[src/rtl/vm_pkg.sv]
// rtl/vm_pkg.sv - coin values, amount width and payout state encoding shared by the vending coin path
package vm_pkg;

  // Amount width shared with vending_machine (0..63 units).
  localparam int AMT_W = 6;

  localparam logic [AMT_W-1:0] COIN5_VAL  = 6'd5;
  localparam logic [AMT_W-1:0] COIN10_VAL = 6'd10;

  typedef enum logic [2:0] {
    IDLE,
    SELECT,
    EJECT,
    WAIT_ACK,
    FINISH
  } payout_state_t;

endpackage

[src/rtl/coin_stock_counter.sv]
// rtl/coin_stock_counter.sv - per-denomination hopper stock with refill, decrement and saturation
//
// Ports:
//   clk, rst  rising-edge clock, synchronous active-high reset (loads INIT_VAL)
//   refill    add REFILL_QTY this cycle
//   dec       one coin left the hopper this cycle
//   count     current stock, saturates at 2**STOCK_W-1
module coin_stock_counter #(
  parameter int STOCK_W    = 4,
  parameter int INIT_VAL   = 8,
  parameter int REFILL_QTY = 4
) (
  input  logic               clk,
  input  logic               rst,
  input  logic               refill,
  input  logic               dec,
  output logic [STOCK_W-1:0] count
);

  localparam int STOCK_MAX = (1 << STOCK_W) - 1;
  // Wide enough to hold STOCK_MAX + REFILL_QTY without overflow before clamping.
  localparam int SUM_W     = STOCK_W + $clog2(REFILL_QTY + 1) + 1;

  logic [SUM_W-1:0] sum;

  // Decrement and refill combine in one step, so a same-cycle pair yields
  // min(old - 1 + REFILL_QTY, STOCK_MAX).
  always_comb begin
    sum = SUM_W'(count);
    if (dec && count != '0) sum = sum - SUM_W'(1);
    if (refill)             sum = sum + SUM_W'(REFILL_QTY);
  end

  always_ff @(posedge clk) begin
    if (rst) begin
      count <= STOCK_W'(INIT_VAL);
    end else if (sum > SUM_W'(STOCK_MAX)) begin
      count <= STOCK_W'(STOCK_MAX);
    end else begin
      count <= sum[STOCK_W-1:0];
    end
  end

endmodule

[src/rtl/change_dispenser.sv]
// rtl/change_dispenser.sv - pays out change one coin at a time (10s first, then 5s) through a sensed hopper
//
// Ports:
//   clk, rst                  rising-edge clock, synchronous active-high reset
//   change_valid/amount/ready payout request handshake (accepted only in IDLE)
//   coin_sensed               hopper exit sensor pulse, one per dropped coin
//   refill_10, refill_5       add REFILL_QTY coins to the matching stock
//   eject_10, eject_5         one-cycle coin drop commands
//   busy, done                payout in progress / one-cycle completion pulse
//   shortfall, jam_error      unpaid remainder and timeout flag of the last payout
//   stock_10, stock_5         current hopper stock
module change_dispenser
  import vm_pkg::*;
#(
  parameter int STOCK_W      = 4,
  parameter int STOCK10_INIT = 8,
  parameter int STOCK5_INIT  = 8,
  parameter int REFILL_QTY   = 4,
  parameter int ACK_TIMEOUT  = 15
) (
  input  logic               clk,
  input  logic               rst,
  input  logic               change_valid,
  input  logic [AMT_W-1:0]   change_amount,
  output logic               change_ready,
  input  logic               coin_sensed,
  input  logic               refill_10,
  input  logic               refill_5,
  output logic               eject_10,
  output logic               eject_5,
  output logic               busy,
  output logic               done,
  output logic [AMT_W-1:0]   shortfall,
  output logic               jam_error,
  output logic [STOCK_W-1:0] stock_10,
  output logic [STOCK_W-1:0] stock_5
);

  localparam int TMR_W = $clog2(ACK_TIMEOUT + 1);

  payout_state_t    state, state_nx;
  logic [AMT_W-1:0] remaining, remaining_nx;
  logic [AMT_W-1:0] shortfall_nx;
  logic             jam_nx;
  logic             pick_10, pick_10_nx;
  logic [TMR_W-1:0] timer, timer_nx;
  logic             dec_10, dec_5;

  coin_stock_counter #(
    .STOCK_W   (STOCK_W),
    .INIT_VAL  (STOCK10_INIT),
    .REFILL_QTY(REFILL_QTY)
  ) u_stock_10 (
    .clk   (clk),
    .rst   (rst),
    .refill(refill_10),
    .dec   (dec_10),
    .count (stock_10)
  );

  coin_stock_counter #(
    .STOCK_W   (STOCK_W),
    .INIT_VAL  (STOCK5_INIT),
    .REFILL_QTY(REFILL_QTY)
  ) u_stock_5 (
    .clk   (clk),
    .rst   (rst),
    .refill(refill_5),
    .dec   (dec_5),
    .count (stock_5)
  );

  always_ff @(posedge clk) begin
    if (rst) begin
      state     <= IDLE;
      remaining <= '0;
      shortfall <= '0;
      jam_error <= 1'b0;
      pick_10   <= 1'b0;
      timer     <= '0;
    end else begin
      state     <= state_nx;
      remaining <= remaining_nx;
      shortfall <= shortfall_nx;
      jam_error <= jam_nx;
      pick_10   <= pick_10_nx;
      timer     <= timer_nx;
    end
  end

  always_comb begin
    state_nx     = state;
    remaining_nx = remaining;
    shortfall_nx = shortfall;
    jam_nx       = jam_error;
    pick_10_nx   = pick_10;
    timer_nx     = timer;
    dec_10       = 1'b0;
    dec_5        = 1'b0;
    change_ready = 1'b0;
    busy         = 1'b1;
    eject_10     = 1'b0;
    eject_5      = 1'b0;
    done         = 1'b0;

    case (state)
      IDLE: begin
        change_ready = 1'b1;
        busy         = 1'b0;
        if (change_valid) begin
          remaining_nx = change_amount;
          shortfall_nx = '0;
          jam_nx       = 1'b0;
          state_nx     = SELECT;
        end
      end

      // Greedy choice; whatever cannot be paid becomes the shortfall.
      SELECT: begin
        if (remaining >= COIN10_VAL && stock_10 != '0) begin
          pick_10_nx = 1'b1;
          state_nx   = EJECT;
        end else if (remaining >= COIN5_VAL && stock_5 != '0) begin
          pick_10_nx = 1'b0;
          state_nx   = EJECT;
        end else begin
          shortfall_nx = remaining;
          state_nx     = FINISH;
        end
      end

      EJECT: begin
        eject_10 = pick_10;
        eject_5  = !pick_10;
        timer_nx = '0;
        state_nx = WAIT_ACK;
      end

      // The sensor wins over the timeout on the last allowed cycle. The
      // subtraction is safe because SELECT only picks a coin <= remaining.
      WAIT_ACK: begin
        if (coin_sensed) begin
          if (pick_10) begin
            remaining_nx = remaining - COIN10_VAL;
            dec_10       = 1'b1;
          end else begin
            remaining_nx = remaining - COIN5_VAL;
            dec_5        = 1'b1;
          end
          state_nx = SELECT;
        end else if (timer == TMR_W'(ACK_TIMEOUT - 1)) begin
          jam_nx       = 1'b1;
          shortfall_nx = remaining;
          state_nx     = FINISH;
        end else begin
          timer_nx = timer + TMR_W'(1);
        end
      end

      FINISH: begin
        done     = 1'b1;
        state_nx = IDLE;
      end

      default: state_nx = IDLE;
    endcase
  end

endmodule

[config.mk]
export PLATFORM = sky130hd
export DESIGN_NAME = change_dispenser
export DESIGN_NICKNAME = d
export VERILOG_FILES = /design/src/rtl/vm_pkg.sv /design/src/rtl/coin_stock_counter.sv /design/src/rtl/change_dispenser.sv
export SDC_FILE = /design/constraint.sdc
export NUM_CORES = 1
export LEC_CHECK = 0
export CAP_MARGIN = 20
export CORE_MARGIN = 2
export CORE_UTILIZATION = 54
export CTS_CLUSTER_DIAMETER = 60
export DETAILED_ROUTE_END_ITERATION = 12
export PLACE_DENSITY = 0.87
export REMOVE_ABC_BUFFERS = 1
export SYNTH_ARGS = -nofsm -noshare
export SYNTH_HDL_FRONTEND = slang
export SYNTH_SLANG_ARGS = --single-unit
[constraint.sdc]
create_clock -name clk -period 2.7 [get_ports clk]
set_input_delay 0.405 -clock clk [delete_from_list [all_inputs] [get_ports clk]]
set_output_delay 0.405 -clock clk [all_outputs]
set_load 0.01 [all_outputs]
==> qor.yml, run 1 <==
dp_hpwl_um: 3540
slew_headroom_pct: 69.3
cap_violations: 0
drcViolationCount: 0
die_h_um: 65.1
clk_latency_ns: 0.29
worstHoldEndpoint: "shortfall[3]"
routed.top_layer: "met4"
antenna_found_initial: 0
synth.distinct_cells: 54
cts_htree_levels: 2
crit_slowest_cell: "dfxtp_1"
wl_met1_um: 2150
finalHoldViolCount: 0
period_minus_slack_ns: 2.62
slowest_delay_ns: 0.42
final_area_um2: 2560
drt-initial-drc-count: 145
boundaryPins: 32
worst-path-max-fanout: 5
synth.area.mux_share_pct: 6.46
tritoncts: "yes"
syn_area_um2: 2020
grt_pass1_vias: 1794
hold_class: "flip-flop to flip-flop"
yosysSeqAreaShare_pct: 28.8
synth_enable_flop_cells: 0
ant_nets: 0
powerDensity_nw_per_um2: 565
root_buffer: "clkbuf_8"
post_drt_wl_per_cell_um: 13.9
drt_wl_total_um: 4740
hold_path_depth: 2
place_area_um2: 2420
place_congestion: 0.862
synth_flop_cell: "dfxtp_1"
synthArstFlopShare_pct: 0
synthXorXnorAreaFrac_pct: 1.30
synthCells: 250
maxSlewViolCount: 0
viasPerCell: 5.82
n_antenna_cell: 0
flow.area_growth_from_synthesis_pct: 27.1
clockBufferDepth: 2
numClockSinks: 29
core_area_um2: 3630
timing.rr.start: "u_stock_10.count[1]"
ctsHoldBuffers: 0
met3_length_um: 208
vias: 1984
grt_overflow: 0
synthAdderAreaFrac_pct: 9.93
fmax_mhz: 382
synth-compound-area-share_pct: 21.4
rrSetupSlack_ns: 0.08
die_width_um: 65.1
crit_chain: "inv_1 -> ha_1 -> nor2b_1 -> nor2_1 -> mux2_4 -> ha_1 -> inv_1 -> ha_1 -> nand2b_1 -> or3_1 -> mux2i_1 -> a311o_1 -> o21ai_1"
dieArea_um2: 4240
grt_first_pass_wirelength_um: 7710
fin_crit_sh_pct: 97.0
initial_core_util_pct: 55.5
synthSimpleGateAreaFrac_pct: 25.5
avgSynthCellArea_um2: 8.06
ff2ff_path_depth: 13
drive_gt1_share_pct: 12.3
worstPathRequired_ns: 2.87
drt_pass1_iterations: 4
route.met2.wl_um: 2290
clk_pin_slew_ns: 0.07
start_kind: "flip-flop"
worst_pin_slew_ns: 0.458
ir_worst_vdd_mv: 0.253
outcome: "finished clean"
r2r-end: "u_stock_10.count[1]"
arrival_ns: 2.79
cts_made_buffers: 5
setup_viol: 0
path_common_cell: "ha_1"
grt_use_total_pct: 23.8
synth_top_family_by_area: "simple AND/OR/NAND/NOR gates"
tns_ns: 0
critPathKind: "flip-flop to flip-flop"
skew_ns: 0.0115
grt_max_degree: 18
io_buffers: 31
end_kind: "flip-flop"
rows: 22
total_leakage_power_nw: 1.01
ys_ff_latch: 29
ys_warn_count: 0
min_from: "shortfall[3]"
nets: 320
[state kept, by name (all words and copies together), names as in the netlist]
register / flops
timer: 4
jam_error: 1
pick_10: 1
remaining: 6
u_stock_10.count: 4
shortfall: 6
u_stock_5.count: 4
state: 3
[placed cells by master (no fill, tap or decap), types with 3 or more instances in the layout]
cell and instances:
o21ai_0 10, nand3_1 4, nor2_1 25, ha_1 16
nor3b_1 3, clkbuf_8 6, nor3_1 12, or3_1 6
mux2_2 3, mux2i_1 7, a21oi_1 20, a31oi_1 3
nand2b_1 13, nand3b_1 3, nor2b_1 3, nand2_1 16
dfxtp_1 28, clkdlybuf4s50_1 30, a211oi_1 5, inv_1 15
buf_4 16
[cells in the mapped netlist, drive strengths merged (4+ instances only)]
library cell   n  area share (%)
dfxtp         29              29
mux2i          7             3.5
a211oi         5             1.9
or3            6             1.9
a21oi         20             5.0
nor2          25             4.7
nand2b        13             4.0
nand3          5             1.2
buf            8             3.0
nand2         16             3.0
ha            16             9.9
inv           15             2.8
nor3          12             3.0
o21ai         12             3.0
mux2           5             3.0
clkbuf         4            0.74
[metrics by stage]
step / util (%) / worst slack (ns) / hold slack (ns) / total power [mW] / instances
floorplan: - / 0.156 / 0.474 / 0.793 / 238
global placement: 66.7 / -0.175 / 0.458 / 0.953 / 332
detailed placement: 66.7 / -0.247 / 0.478 / 0.970 / 332
CTS: 69.9 / 0.0421 / 0.485 / 1.44 / 340
global route: 70.5 / -0.0772 / 0.507 / 1.52 / 341
finish: 70.5 / 0.0816 / 0.480 / 1.45 / 341
[how the worst max path moves through the flow]
stage                        start                  end  slack [ns]  cells past startpoint
2_1_floorplan             state[0]  u_stock_10.count[0]        0.16                     11
3_3_place_gp           coin_sensed  u_stock_10.count[0]       -0.17                     12
3_5_place_dp           coin_sensed  u_stock_10.count[1]       -0.25                     12
4_1_cts                coin_sensed  u_stock_10.count[1]        0.04                     12
5_1_grt        u_stock_10.count[1]  u_stock_10.count[0]       -0.08                     13
6_report       u_stock_10.count[1]  u_stock_10.count[1]        0.08                     13
[report_power, final]
group / internal (mW) / switching, mW
Sequential: 0.463 / 0.0474
Combinational: 0.221 / 0.242
Clock: 0.301 / 0.172
Total: 0.985 / 0.462
[cell families (layout without fill, tap and decap cells)]
kind of cell	Yosys count	count (layout)
and+or+nand+nor	98	98
AOI/OAI and AO/OA	64	64
adders and majority gates	16	16
muxes	12	12
buffers and inverters	28	71
DFF	29	29
xor gates and xnor gates	3	3
[repair_timing]
| item | CTS | global route |
|---|---|---|
| resized for setup | 0 | 5 |
| endpoints found under the setup margin | 0 | 2 |
| buffers inserted | 0 | 1 |
[layer usage]
metal	global-route usage, %	up-vias
met5	0	-
met3	5.65	9
met4	9.64	0
li1	-	987
met1	27.6	943
met2	42.0	45
[worst max-delay path, delay by kind of cell (launching register included)]
kind / cells / cell delay (ns)
flops: 1 / 0.42
fa+ha+maj: 3 / 0.65
buf+inv: 2 / 0.13
mux: 2 / 0.36
simple gates: 4 / 0.66
compound gates: 2 / 0.28
[cell type report]
| type | count | area, um^2 |
|---|---|---|
| Multi-Input combinational cell | 193 | 1310 |
| Fill cell | 306 | 1070 |
| Timing Repair Buffer | 47 | 433 |
| Clock inverter | 1 | 30.0 |
| Tap cell | 48 | 60.1 |
| Sequential cell | 29 | 582 |
| Clock buffer | 7 | 86.3 |
| Inverter | 16 | 60.1 |
Power figures use the tool's default switching activity.
==> run 2, diff against run 1 <==
--- a/config.mk
+++ b/config.mk
@@ -10,6 +10,7 @@
 export CORE_UTILIZATION = 54
 export CTS_CLUSTER_DIAMETER = 60
 export DETAILED_ROUTE_END_ITERATION = 12
+export GPL_ROUTABILITY_DRIVEN = 0
 export PLACE_DENSITY = 0.87
 export REMOVE_ABC_BUFFERS = 1
 export SYNTH_ARGS = -nofsm -noshare
==> results of run 2 <==
Same layout as run 1: the final DEF is identical, and so are final timing and power.
